==> src/rtl/clint_timer_ctrl.sv <==
// CLINT machine timer: prescaled 64-bit mtime, per-hart mtimecmp/mtip and msip registers.
// Optional macro CLINT_TIME_STOP_EN adds a time_stop input that freezes mtime and the prescaler.
module clint_timer_ctrl #(
  parameter int HART_NUM = 1,
  parameter int TICK_DIV = 100
) (
  input  logic                     clk,
  input  logic                     rst_n,
`ifdef CLINT_TIME_STOP_EN
  input  logic                     time_stop,
`endif
  input  logic                     mtime_wen,
  input  logic [HART_NUM-1:0]      mtimecmp_wen,
  input  logic [HART_NUM-1:0]      msip_wen,
  input  logic [63:0]              reg_wdata,
  output logic [63:0]              mtime,
  output logic [64*HART_NUM-1:0]   mtimecmp,
  output logic [HART_NUM-1:0]      msip,
  output logic [HART_NUM-1:0]      mtip
);

  localparam int            PW         = $clog2(TICK_DIV + 1);
  localparam logic [PW-1:0] PRESC_LAST = PW'(TICK_DIV - 1);
  localparam logic [PW-1:0] PRESC_ONE  = PW'(1);

  logic [PW-1:0] presc_r;
  logic [PW-1:0] presc_nxt_s;
  logic [63:0]   mtime_nxt_s;
  logic          tick_s;
  logic          run_s;

`ifdef CLINT_TIME_STOP_EN
  assign run_s = ~time_stop;
`else
  assign run_s = 1'b1;
`endif

  assign tick_s = (presc_r == PRESC_LAST);

  // Timebase next state: a software write wins over a tick and restarts the prescaler.
  always_comb begin
    presc_nxt_s = presc_r;
    mtime_nxt_s = mtime;
    if (mtime_wen) begin
      mtime_nxt_s = reg_wdata;
      presc_nxt_s = '0;
    end else if (run_s) begin
      if (tick_s) begin
        mtime_nxt_s = mtime + 64'd1;
        presc_nxt_s = '0;
      end else begin
        presc_nxt_s = presc_r + PRESC_ONE;
      end
    end else begin
      presc_nxt_s = presc_r;
      mtime_nxt_s = mtime;
    end
  end

  // State registers; mtip compares the current registered values, so it lags by one cycle.
  always_ff @(posedge clk) begin
    if (!rst_n) begin
      presc_r  <= '0;
      mtime    <= 64'd0;
      mtimecmp <= '1;
      msip     <= '0;
      mtip     <= '0;
    end else begin
      presc_r <= presc_nxt_s;
      mtime   <= mtime_nxt_s;
      for (int i = 0; i < HART_NUM; i++) begin
        if (mtimecmp_wen[i]) begin
          mtimecmp[64*i +: 64] <= reg_wdata;
        end
        // Odd harts take their msip bit from the upper word of the merged write bus.
        if (msip_wen[i]) begin
          msip[i] <= ((i % 2) == 1) ? reg_wdata[32] : reg_wdata[0];
        end
        mtip[i] <= (mtime >= mtimecmp[64*i +: 64]);
      end
    end
  end

endmodule

==> config.mk <==
export PLATFORM = sky130hd
export DESIGN_NAME = clint_timer_ctrl
export DESIGN_NICKNAME = d
export VERILOG_FILES = /design/src/rtl/clint_timer_ctrl.sv
export SDC_FILE = /design/constraint.sdc
export NUM_CORES = 1
export LEC_CHECK = 0
export CAP_MARGIN = 20
export CORE_ASPECT_RATIO = 2
export CORE_MARGIN = 10
export CORE_UTILIZATION = 45
export CTS_CLUSTER_DIAMETER = 150
export DETAILED_ROUTE_END_ITERATION = 7
export GPL_TIMING_DRIVEN = 0
export PLACE_DENSITY_LB_ADDON = 0.1
export SLEW_MARGIN = 20
export SYNTH_ARGS = -nofsm -noshare
export SYNTH_HDL_FRONTEND = slang
export SYNTH_SLANG_ARGS = --single-unit
==> constraint.sdc <==
create_clock -name clk -period 2.3 [get_ports clk]
set_clock_uncertainty 0.05 [all_clocks]
set_input_delay 0.69 -clock clk [delete_from_list [all_inputs] [get_ports clk]]
set_output_delay 0.69 -clock clk [all_outputs]
set_load 0.02 [all_outputs]
After elaboration in Yosys (flattened, before gate mapping) --
Cells that the tools add are included.
Word-level totals: register bits after elaboration 137
Cells by class: add/sub/neg operators 2, order comparisons 1, equal/unequal tests 1, mux-type cells 2, bitwise gates (word level) 1, reduce and logical (&&, ||, !) cells 2
Operators with widths (number):
- $mux W64 | 2
- $add A64 B1 Y64 const B | 1
- $ge A64 B64 Y1 | 1
- $add A7 B1 Y7 const B | 1
- $eq A7 B7 Y1 const B | 1
- $reduce_or A3 Y1 | 1
- $reduce_bool A2 Y1 | 1
- $not A1 Y1 | 1

Depth between registers and ports, before layout --
depth in word-level cells 3, gate-level depth with buffers 8, depth with buffers taken out 8

Worst setup path after synthesis --
No wires, ideal clock.
path type reg-to-reg, from register mtime[2], to register mtime[41], data arrival time 2.203 ns, path slack -0.038 ns, cell stages (with the launch flop) 7, path buffers 0, period minus slack after synthesis 2.338 ns, path through dfxtp_1 -> nand4_1 -> or4_4 -> nor4_2 -> nand3_1 -> xor2_1 -> a211oi_1
On the way: cells in the longest elaborated chain, start to end 3
Ends and longest elaborated chain:
- start, declared | line 16 | output logic [63:0] mtime,
- start signal, assigned | line 70 | mtime <= mtime_nxt_s;
- $add A64 B1 Y64 | line 49 | mtime_nxt_s = mtime + 64'd1;
- $mux W64 | line 48 | if (tick_s) begin
- $mux W64 | line 44 | if (mtime_wen) begin
No other way between the ends. The select of a mux whose other input is x is not followed. A chain may end at the register's enable or synchronous reset.

Worst setup path after layout --
from register mtime[33], to output mtime[33]
No word-level cell between the ends.

==> run summary <==
largest net degree at the start of global routing - 17
area leader, netlist - dfxtp_1
Placement Cell Area - 9887 sq um
Async S/R FF share, synth - 0
vias in the first global route - 8218
outcome - finished clean
fmax - 435.9 MHz
max_cap viols - 0
First DRT Iteration DRCs - 340
Post-synth EDFFs - 0
Gate Count Post-Synth - 906
Final min period - 2.294 ns
routed wire length - 28360 microns
hold-fix buffers at CTS - 0
H-tree levels - 4
slowest CP cell - clkdlybuf4s50_1
all-layer global routing usage - 0.2378
internal reg-to-reg setup slack - 0.006 ns
Worst setup startpoint - mtime[33]
setup TNS - 0 ns
Synth-to-Final Area Change - 43.65%
worst hold stages - 1
crit path DAT - 1.55 ns
CP max FO - 6
GP Congestion - 0.8910
#FFs+latches synth - 137
Hold Vio Cnt, Final - 0
TritonCTS clock tree - yes
antenna violations before repair - 1
CP Depth - 1
CP max stage delay - 0.66 ns
count of cell types in the netlist - 48
Most used DFF post-synth - dfxtp_1
Fillers - 1478
crit path buf inv count - 1
CP top delay family - buffers and inverters
Initial Util - 0.4565
number of port buffers - 197
worst-path cell chain - clkdlybuf4s50_1
FP Rows - 67
RSZ-0062 raised after global routing - yes
Synth top area share - 0.3583
Clk pin slew, worst setup/hold paths - 0.06 ns
vias - 7804
Clk Latency, worst-skew pair - 0.42 ns
Req. time, crit path - 1.56 ns
post-place setup slack - -0.8369 ns
Vias per Instance - 5.705
Net Count, Synth - 1041
Critical Path Source Type - flip-flop
DRC viols - 0
period utilization - 0.9975
total CTS buffers - 17
hold_sp - presc_r[0]
worst slew pin tran - 0.7928 ns
Hold Path Class - flip-flop to flip-flop
Slew headroom - 0.4714
CTS sink count - 137
syn_area_per_cell - 8.448 sq um
Commonest cells post-synth - dfxtp_1 (137), nand2_1 (105), inv_1 (70)
yosys warns - 0
wire per inst - 20.73 microns
R2R depth - 8
power density over the cells - 616.3 nW/um^2
clock buffer depth - 2
synth top area cells - dfxtp_1 (36%), ha_1 (11%), o211ai_1 (6.5%)
antenna violation net count after detailed routing - 0
worst vdd ir - 507.0 uV
Final WS setup - 0.005716 ns
fin. max-slew vios - 0
fraction of layout cells with a size suffix above 1 - 0.1198
first-pass GRT wire length - 43820 microns
final layout net count - 1282
leak pwr - 5.200 nW
Worst Hold End - presc_r[0]
clk root buf - clkbuf_16
DP Wirelength - 21900 microns
GRT overflow - 0
die area - 22940 sq um
IO Count - 199
Die H - 204.4 microns
First-pass DRT Iterations - 5
worst r2r dst - mtip
Die W - 112.2 microns
final setup violating endpoints - 0
Synth Cell Area - 7654 sq um
total power - 6.776 mW
core area - 16770 sq um
r2r startpoint - mtimecmp[15]
top-count cell post-synth - dfxtp_1
Seq/Total Area, Yosys - 0.3583
crit end category - primary output
critical path type - flip-flop to primary output
post-layout instance area - 10990 sq um
## routing by layer
metal	GRT usage	wire [microns]
met5	0	0
met1	0.2230	9716
met4	0.1398	1491
met2	0.4460	15320
met3	0.06290	1833
## final cells by class
| class | instances | area (sq um) | share of cell area |
|---|---|---|---|
| timing repair buffer | 223 | 2206 | 0.2006 |
| clock inverter | 12 | 123.9 | 0.01127 |
| sequential | 137 | 2780 | 0.2529 |
| tap | 207 | 259.0 | 0.02356 |
| antenna | 1 | 2.502 | 0.0002276 |
| multi-input combinational | 652 | 4676 | 0.4253 |
| buffer | 46 | 217.7 | 0.01980 |
| inverter | 70 | 262.8 | 0.02390 |
| clock buffer | 20 | 466.7 | 0.04245 |
## cell families (layout without fill, tap and decap cells)
logic type / after synthesis / count (layout) / share of synthesized area
AOI/OAI and AO/OA: 214 / 214 / 0.1784
xor gates and xnor gates: 63 / 63 / 0.07209
adders and majority gates: 66 / 66 / 0.1079
buffers and inverters: 117 / 371 / 0.05918
DFF: 137 / 137 / 0.3583
muxes: 11 / 11 / 0.01439
other: 0 / 1 / 0
and+or+nand+nor: 298 / 298 / 0.2097
## registers in the layout, indices dropped and copies added (netlist names)
| name | flops |
|---|---|
| msip | 1 |
| mtime | 64 |
| mtimecmp | 64 |
| mtip | 1 |
| presc_r | 7 |
## worst max-delay path by stage
stage                              end  slack (ns)
after floorplan              mtime[41]       0.008
after global placement    mtimecmp[25]       -0.79
after detailed placement      mtime[6]       -0.84
after CTS                    mtime[14]      0.0002
after global routing         mtime[63]       -0.03
final                        mtime[33]       0.006
## stage by stage
step                cells  hold WS, ns    util
finish               1368       0.4112  0.6557
global placement     1310       0.3786  0.5897
global route         1368       0.4204  0.6557
detailed placement   1310       0.4136  0.5897
CTS                  1358       0.4171  0.6396
floorplan             906       0.3632       -
## power by group
part	total [mW]	internal, mW	switching, mW
logic	1.30	0.593	0.711
clock network	2.76	1.67	1.09
registers	2.71	2.53	0.178
total	6.78	4.80	1.98
## layout by cell type, fill, tap and decap left out, types with 5 or more instances in the layout
cell             count
a211oi_1             9
a21o_1              12
a21oi_1             56
and3_1              12
and4_1               9
buf_1                6
buf_4               24
buf_6                6
clkbuf_1            21
clkbuf_16           17
clkbuf_2            12
clkdlybuf4s50_1    165
clkinv_2             5
dfxtp_1            119
dfxtp_2             12
dfxtp_4              6
dlygate4sd2_1       14
dlymetal6s2s_1      18
ha_1                65
inv_1               70
mux2i_1             11
nand2_1            104
nand2b_1             8
nand3_1             34
nand4_1             29
nor2_1              42
nor3_1               8
nor4_2              10
nor4_4               8
o211a_1              7
o211ai_1            66
o21ai_0             48
xnor2_1             34
xor2_1              29
## timing repair
item | 4_1_cts | 5_1_grt
resized for setup | 55 | 60
setup endpoints to repair | 119 | 85
setup buffers | 17 | 9
pin swaps | 13 | 13
No activity file was read; power rests on OpenSTA's default activity.
